--- config.mk ---
export PLATFORM = sky130hd
export DESIGN_NAME = piano_note_scheduler
export DESIGN_NICKNAME = d
export VERILOG_FILES = /design/src/rtl/piano_note_scheduler.sv
export SDC_FILE = /design/constraint.sdc
export NUM_CORES = 1
export LEC_CHECK = 0
export ABC_CLOCK_PERIOD_IN_PS = 5000
export CAP_MARGIN = 20
export CORE_ASPECT_RATIO = 0.9
export CORE_MARGIN = 10
export CORE_UTILIZATION = 41
export DETAILED_ROUTE_END_ITERATION = 8
export SLEW_MARGIN = 5
export SYNTH_ARGS = -nofsm -noshare
export SYNTH_HDL_FRONTEND = slang
export SYNTH_SLANG_ARGS = --single-unit
--- constraint.sdc ---
create_clock -name clk -period 5 [get_ports clk]
set_input_delay 1.25 -clock clk [delete_from_list [all_inputs] [get_ports clk]]
set_output_delay 1.25 -clock clk [all_outputs]
set_load 0.1 [all_outputs]
--- src/rtl/piano_note_scheduler.sv ---
// piano_note_scheduler: queues debounced key requests in a small FIFO and plays
// them one at a time with a fixed note length followed by a fixed silent gap.
// A built-in Do..Si demo scale runs when requested and no key is pending.
// note: 0 = silence, 1..7 = Do..Si. All outputs are registered.

module piano_note_scheduler #(
    parameter logic [31:0] NOTE_CNT_MAX = 32'd124_999_999,
    parameter logic [31:0] GAP_CNT_MAX  = 32'd12_499_999,
    parameter int          FIFO_DEPTH   = 4,
    localparam int         PTR_W        = (FIFO_DEPTH > 1) ? $clog2(FIFO_DEPTH) : 1,
    localparam int         LVL_W        = $clog2(FIFO_DEPTH + 1)
) (
    input  logic             clk,
    input  logic             rst_n,
    input  logic [6:0]       key_pulse,
    input  logic             demo_start,
    input  logic             demo_stop,
    output logic [3:0]       note,
    output logic             note_start,
    output logic             busy,
    output logic             demo_active,
    output logic [LVL_W-1:0] fifo_level,
    output logic             fifo_full,
    output logic             key_dropped
);

    typedef enum logic [1:0] {
        IDLE,
        PLAY,
        GAP
    } state_t;

    state_t           state;
    logic [31:0]      dur_cnt;
    logic [2:0]       demo_step;

    logic [2:0]       fifo_mem [FIFO_DEPTH];
    logic [PTR_W-1:0] wr_ptr;
    logic [PTR_W-1:0] rd_ptr;

    logic             key_valid;
    logic             key_multi;
    logic [2:0]       key_code;
    logic [2:0]       fifo_head;
    logic             fifo_empty;
    logic             level_full;
    logic             play_end;
    logic             gap_end;
    logic             abort;
    logic             pop;
    logic             push;
    logic [LVL_W-1:0] level_next;

    // Priority-encode the key pulses; scanning downwards leaves the lowest set bit.
    always_comb begin
        key_code = 3'd0;
        for (int i = 6; i >= 0; i--) begin
            if (key_pulse[i]) begin
                key_code = 3'(i + 1);
            end
        end
    end

    // Queue bookkeeping and sequencer decision terms shared by both registers.
    always_comb begin
        key_valid  = |key_pulse;
        key_multi  = (key_pulse & (key_pulse - 7'd1)) != 7'd0;
        fifo_head  = fifo_mem[rd_ptr];
        fifo_empty = (fifo_level == '0);
        level_full = (fifo_level == LVL_W'(FIFO_DEPTH));
        play_end   = (state == PLAY) && (dur_cnt == NOTE_CNT_MAX);
        gap_end    = (state == GAP) && (dur_cnt == GAP_CNT_MAX);
        abort      = demo_stop && demo_active;
        pop        = !abort && !fifo_empty && ((state == IDLE) || gap_end);
        push       = key_valid && (!level_full || pop);
        level_next = LVL_W'(fifo_level + LVL_W'(push) - LVL_W'(pop));
    end

    // Queue storage is left unreset; the pointers and level define what is valid.
    always_ff @(posedge clk) begin
        if (push) begin
            fifo_mem[wr_ptr] <= key_code;
        end
    end

    // Queue pointers, occupancy and the dropped-key pulse.
    always_ff @(posedge clk or negedge rst_n) begin
        if (!rst_n) begin
            wr_ptr      <= '0;
            rd_ptr      <= '0;
            fifo_level  <= '0;
            fifo_full   <= 1'b0;
            key_dropped <= 1'b0;
        end else begin
            if (push) begin
                wr_ptr <= wr_ptr + PTR_W'(1);
            end
            if (pop) begin
                rd_ptr <= rd_ptr + PTR_W'(1);
            end
            fifo_level  <= level_next;
            fifo_full   <= (level_next == LVL_W'(FIFO_DEPTH));
            key_dropped <= key_multi || (key_valid && !push);
        end
    end

    // Sequencer: IDLE -> PLAY -> GAP -> (PLAY | IDLE), with demo abort taking priority.
    always_ff @(posedge clk or negedge rst_n) begin
        if (!rst_n) begin
            state       <= IDLE;
            dur_cnt     <= 32'd0;
            demo_step   <= 3'd0;
            note        <= 4'd0;
            note_start  <= 1'b0;
            busy        <= 1'b0;
            demo_active <= 1'b0;
        end else begin
            note_start <= 1'b0;
            if (abort) begin
                state       <= IDLE;
                dur_cnt     <= 32'd0;
                demo_step   <= 3'd0;
                note        <= 4'd0;
                busy        <= 1'b0;
                demo_active <= 1'b0;
            end else begin
                case (state)
                    IDLE: begin
                        dur_cnt <= 32'd0;
                        if (pop) begin
                            state      <= PLAY;
                            note       <= {1'b0, fifo_head};
                            note_start <= 1'b1;
                            busy       <= 1'b1;
                        end else if (demo_start && !demo_stop) begin
                            state       <= PLAY;
                            note        <= 4'd1;
                            note_start  <= 1'b1;
                            busy        <= 1'b1;
                            demo_active <= 1'b1;
                            demo_step   <= 3'd1;
                        end
                    end
                    PLAY: begin
                        if (play_end) begin
                            state   <= GAP;
                            note    <= 4'd0;
                            dur_cnt <= 32'd0;
                        end else begin
                            dur_cnt <= dur_cnt + 32'd1;
                        end
                    end
                    GAP: begin
                        if (gap_end) begin
                            dur_cnt <= 32'd0;
                            if (pop) begin
                                state       <= PLAY;
                                note        <= {1'b0, fifo_head};
                                note_start  <= 1'b1;
                                demo_active <= 1'b0;
                                demo_step   <= 3'd0;
                            end else if (demo_active && (demo_step < 3'd7)) begin
                                state      <= PLAY;
                                note       <= {1'b0, 3'(demo_step + 3'd1)};
                                note_start <= 1'b1;
                                demo_step  <= 3'(demo_step + 3'd1);
                            end else begin
                                state       <= IDLE;
                                busy        <= 1'b0;
                                demo_active <= 1'b0;
                                demo_step   <= 3'd0;
                            end
                        end else begin
                            dur_cnt <= dur_cnt + 32'd1;
                        end
                    end
                    default: begin
                        state   <= IDLE;
                        dur_cnt <= 32'd0;
                        busy    <= 1'b0;
                    end
                endcase
            end
        end
    end

endmodule
== Word-level counts from Yosys, hierarchy flattened ==
Memory sizes are Yosys's and may differ from the RTL's.
Cells that the tools add are included.

* Register bits after elaboration: 53
* RAM bits: 12
* Input port bits: 11
* Output and inout bits: 12
* Logic and storage cells: 121
* Memories kept: 1

{| class="wikitable"
|+ Memory list
! memory !! words !! width !! rd ports !! clocked after Yosys merged registers in !! wr ports !! line !! source
|-
| fifo_mem || 4 || 3 || 1 || 0 || 1 || 37 || <nowiki>logic [2:0] fifo_mem [FIFO_DEPTH];</nowiki>
|}

* $add $sub $neg: 7
* $lt $le $gt $ge: 1
* Eq/ne operators: 16
* Muxes and demuxes: 55
* Bitwise operators: 1
* Reduce and logical (&&, ||, !) cells: 28

{| class="wikitable"
|+ Operator list
! cell !! number
|-
| 2-to-1 mux 32 bit || 3
|-
| case mux 32 bit (2 select lines) || 1
|-
| 2-to-1 mux 3 bit || 13
|-
| adder 32 x 1 -> 32 bit, second input constant || 1
|-
| equality test 32 x 24 -> 1 bit, second input constant || 1
|-
| equality test 32 x 27 -> 1 bit, second input constant || 1
|-
| 2-to-1 mux 4 bit || 7
|-
| 2-to-1 mux 1 bit || 20
|-
| != test 3 bit, second input constant || 5
|-
| AND reduction 5 bit || 3
|-
| case mux 4 bit (3 select lines) || 1
|-
| 2-to-1 mux 2 bit || 5
|-
| logical AND 1 bit || 9
|-
| != test 4 x 3 -> 1 bit, second input constant || 2
|-
| AND 7 bit || 1
|-
| nonzero test 7 bit || 1
|-
| OR reduction 7 bit || 1
|-
| subtractor 7 x 1 -> 7 bit, second input constant || 1
|-
| equality test 3 bit, second input constant || 2
|-
| case mux 2 bit (3 select lines) || 1
|-
| case mux 3 bit (2 select lines) || 1
|-
| zero test 1 bit || 5
|-
| adder 2 x 1 -> 2 bit, second input constant || 2
|-
| != test 4 bit, second input constant || 1
|-
| 17 further kinds || 20
|}

== Logic depth before layout (Yosys ltp) ==
* Depth in word-level cells: 9
* Mapped depth: 14

== Least setup slack after synthesis ==
No wires, ideal clock.

* Path type: input to register
* Start point: input demo_stop
* End point: register fifo_full
* Setup time: 0.120 ns
* Arrival: 3.546 ns
* Required time: 4.880 ns
* Path slack: 1.334 ns
* Cell stages on the path: 14
* Cell sequence: and2_4 -> buf_6 -> or2_1 -> buf_6 -> nor2_4 -> o21a_4 -> inv_1 -> ha_1 -> inv_1 -> ha_1 -> fa_1 -> xor2_1 -> xnor2_1 -> nor3b_1

* Cells in the longest elaborated chain, start to end: 9

{| class="wikitable"
|+ Ends and longest elaborated chain
! item !! line !! source
|-
| from (decl) || 17 || <nowiki>input logic demo_stop,</nowiki>
|-
| logical AND 1 bit * || 73 || <nowiki>abort = demo_stop && demo_active;</nowiki>
|-
| zero test 1 bit * || 74 || <nowiki>pop = !abort && !fifo_empty && ((state == IDLE) || gap_end);</nowiki>
|-
| logical AND 1 bit * (2 in a row) || 74 ||
|-
| logical OR 1 bit || 75 || <nowiki>push = key_valid && (!level_full || pop);</nowiki>
|-
| logical AND 1 bit || 75 ||
|-
| adder 3 x 1 -> 3 bit || 76 || <nowiki>level_next = LVL_W'(fifo_level + LVL_W'(push) - LVL_W'(pop));</nowiki>
|-
| subtractor 3 x 1 -> 3 bit * || 76 ||
|-
| via level_next[2] || 52 || <nowiki>logic [LVL_W-1:0] level_next;</nowiki>
|-
| equality test 3 bit * || 102 || <nowiki>fifo_full <= (level_next == LVL_W'(FIFO_DEPTH));</nowiki>
|-
| to (signal assigned) || 102 ||
|-
| to (decl) || 23 || <nowiki>output logic fifo_full,</nowiki>
|}

The timed path passes the listed nets; every way through them passes the cells marked *.
A chain may end at the register's enable or synchronous reset.

== Worst setup path after layout ==
Ends and elaborated chain as after synthesis.

==> metrics list <==
- Proportion of total power due to net switching: 0.339
- Mean Syn Cell Area: 10.3 µm²
- Total number of vias: about 2600
- Summing every instance area after synthesis gives 3650 µm².
- Buffers inserted by post-CTS timing repair: 0
- Leakage Power: around 1.8 nW
* Post-synthesis instance total: 355
- In the final layout, the share of cells above drive strength 1 is 0.115.
* Setup repair after global routing missed its margin: false
- For this run, the top clock speed supported by timing is 254 MHz.
- The repair_antennas step left the layout with diodes totalling 0.
* Number of hold buffers added after cts: 0
- Worst clock skew: about 8.3 ps
- Share of the cycle needed by the critical path after routing: 0.787
* Die Width: 119 µm
- The number of global-route vias before repair came to between 2000 and 3000.
- Setup violations remaining at the end of the flow were counted as 0.
- Slew headroom: 0.343
- Across every metal layer, demand over resource in global routing totals 0.115.
* Worst slack at placement: 713 ps
* Drt drc: 0
- Fin worst setup slack: 1060 ps
- Number of buffers created by CTS: 9
* Routability cong.: around 0.8
- For this configuration, the core starts out at a cell density of 0.424.
- After detailed routing, the average wire length per cell comes to between 10 and 15 µm.
- Entering global routing, the biggest net connects 53 pins.
- Final HPWL from detailed placement: 5050 µm
- In this run, post-CTS repair resized a total of 0 instances.
* Number of nets in the layout: ~400
- Internal power: ~950 µW
- Relative to the synthesized area, the layout overhead comes to 13.1%.
* Total die area: 13100 µm²
- Number of vias per cell after detailed routing: 5.18
- First-pass GRT wire length: 12300 µm
* Clock tree from TritonCTS: done
- After clock tree synthesis, the clock-pin slew on the worst setup and hold paths is 70 ps.
* Die extent in y: ~110 µm
- Total of max-cap violations: 0
* Pins over their slew limit: 0
* Pwr dens: 348 nW/µm²
- Of the post-synthesis cell area, the dominant cell type holds 0.357.
- Post-synth cell types: 66
- Worst-path fanout max: 10
* Number of enable-type register cells in the synthesized netlist: 12
- Worst IR Drop VDD: 0.000392 V
* Total area of sequential cells: 1660 µm²
- Clock tree root driver cell: sky130_fd_sc_hd__clkbuf_8
* Class of the tightest hold or removal check: reg -> reg
- STA classifies the critical path startpoint as a primary input.
- Std-Cell Rows: 32
- Synthesis-stage register bit count: 64
- Predominant post-synthesis flop cell: sky130_fd_sc_hd__dfrtp_1
- Data on the critical path is required at its endpoint by 5250 ps.
* H-tree depth: 3
- Crit path kind: in -> reg
- Number of fillers in the final layout: 794
- The smallest clock period supported by the final layout is computed as 3940 ps.
- Status: completed
- Of the total power, registers draw 0.441.
- Share of flip-flops with an asynchronous set or reset after synthesis: 0.813
- Hold violation total from the final report: 0
- Detailed-router iteration count before antenna repair: 4
- Of the total power, combinational logic draws 0.248.
- DRT Wirelength: 7210 µm
- After routing, the total negative slack on setup checks comes to 0 ps.
* Critical path data arrival time: around 4200 ps
- Quantity of I/O buffers inserted on ports: 21
- Yosys printed 0 warnings.
- Cell type with the highest aggregate area in the netlist: sky130_fd_sc_hd__dfrtp_1
* Final ANT Viol Nets: 0
- Leading cell type by number of instances after synthesis: sky130_fd_sc_hd__nor2_1
- The core region is roughly 8600 µm².
* Worst-skew pair later-pin latency: approximately 350 ps
- Part of the Yosys area used for sequential elements: 0.456
- The clock passes through at most 2 buffers.
- Kind of capture point of the worst setup path: flip-flop
- Synthesized net count: 379
* Switching power of the nets: between 400 and 500 µW
- Io pins: 23
- By area the synthesized netlist is led by sky130_fd_sc_hd__dfrtp_1 36%, sky130_fd_sc_hd__edfxtp_1 9.9%, sky130_fd_sc_hd__nor2_1 5.7%.
* Multi-input logic area: between 1500 and 2000 µm²
- Measured slew at the worst slew-check pin: 982 ps
* Portion of total power attributed to the clock network: 0.311
- The detailed router finished its first iteration with 104 violations.
- By count the netlist is led by 55 x sky130_fd_sc_hd__nor2_1, 52 x sky130_fd_sc_hd__dfrtp_1, 29 x sky130_fd_sc_hd__nand2_1, 19 x sky130_fd_sc_hd__xor2_1, 17 x sky130_fd_sc_hd__inv_1.
- Clock sinks: 64
- Antenna violations before repair: 0
- Global-route congestion overflow total: 0
-- layout by cell type, fill, tap and decap left out, drive strengths merged, types with 5 or more instances in the layout --
cell | synthesis | final
a21oi | 11 | 11
and2 | 5 | 5
and4 | 9 | 9
clkbuf | 0 | 9
clkdlybuf4s50 | 0 | 20
dfrtp | 52 | 52
edfxtp | 12 | 12
ha | 12 | 12
inv | 17 | 17
nand2 | 29 | 29
nand3 | 16 | 16
nand4 | 10 | 10
nor2 | 57 | 57
nor3 | 6 | 6
nor4 | 5 | 5
o21ai | 11 | 11
xnor2 | 16 | 16
xor2 | 19 | 19
-- cell type report --
cell class | instances | area share
clock inverter | 7 | 0.0176
multi-input combinational | 262 | 0.445
sequential | 64 | 0.403
inverter | 17 | 0.0155
tap | 119 | 0.0361
clock buffer | 9 | 0.0300
timing repair buffer | 23 | 0.0534
-- stage by stage --
step                total power, mW  cell area, µm²   util  cells  hold WS [ps]
detailed placement             1.00            3930  0.456    485           475
global route                   1.51            4130  0.479    501           521
global placement              0.993            3930  0.456    485           476
floorplan                     0.909            3650      -    355           448
finish                         1.43            4130  0.479    501           482
CTS                            1.45            4130  0.479    501           485
-- critical path: stages --
cell                              delay (ps)
sky130_fd_sc_hd__clkdlybuf4s50_1         450
sky130_fd_sc_hd__and2_4                  190
sky130_fd_sc_hd__or2_1                   390
sky130_fd_sc_hd__nor2_4                  250
sky130_fd_sc_hd__o21a_4                  200
sky130_fd_sc_hd__inv_1                    50
sky130_fd_sc_hd__ha_1                    260
sky130_fd_sc_hd__inv_1                    40
sky130_fd_sc_hd__ha_1                    180
sky130_fd_sc_hd__fa_1                    370
sky130_fd_sc_hd__xor2_1                  160
sky130_fd_sc_hd__xnor2_1                 170
sky130_fd_sc_hd__nor3b_1                 230
-- final timing paths --
kind	startpoint	to	slack [ps]	cells after the start
max in group asynchronous	rst_n	dur_cnt[15]	3530	2
worst max-delay path	demo_stop	fifo_full	1060	13
worst min register to register	dur_cnt[0]	dur_cnt[0]	480	1
worst max register to register	fifo_level[2]	fifo_full	1560	12
worst min-delay path	dur_cnt[0]	dur_cnt[0]	480	1
min in group asynchronous	rst_n	dur_cnt[10]	1020	2
-- registers in the layout, summed over array words and instances (netlist names), 2 cells and up --
signal / cells
dur_cnt: 32
fifo_mem: 12
demo_step: 3
fifo_level: 3
note: 3
rd_ptr: 2
state: 2
wr_ptr: 2
-- layer usage --
layer	GRT usage	share of wire	vias to the layer above	wire, µm
li1	-	-	1286	-
met1	0.148	0.48	1253	3460
met2	0.175	0.46	48	3320
met3	0.0410	0.049	7	351
met4	0.0396	0.011	0	76
met5	0	0	-	0
-- cells by family after synthesis --
group	after synthesis	synth area share
compound gates	45	0.0882
simple gates	159	0.246
flops	64	0.456
fa+ha+maj	14	0.0494
xor+xnor	35	0.0841
buf+inv	29	0.0412
other cells	1	0.00103
mux	8	0.0340
-- power groups by stage --
stage               Combinational [mW]  Clock (mW)  Sequential, mW
finish                           0.356       0.445           0.633
floorplan                        0.166           0           0.743
global route                     0.389       0.482           0.640
detailed placement               0.358           0           0.644
global placement                 0.351           0           0.642
CTS                              0.362       0.459           0.633
Power figures use the tool's default switching activity.
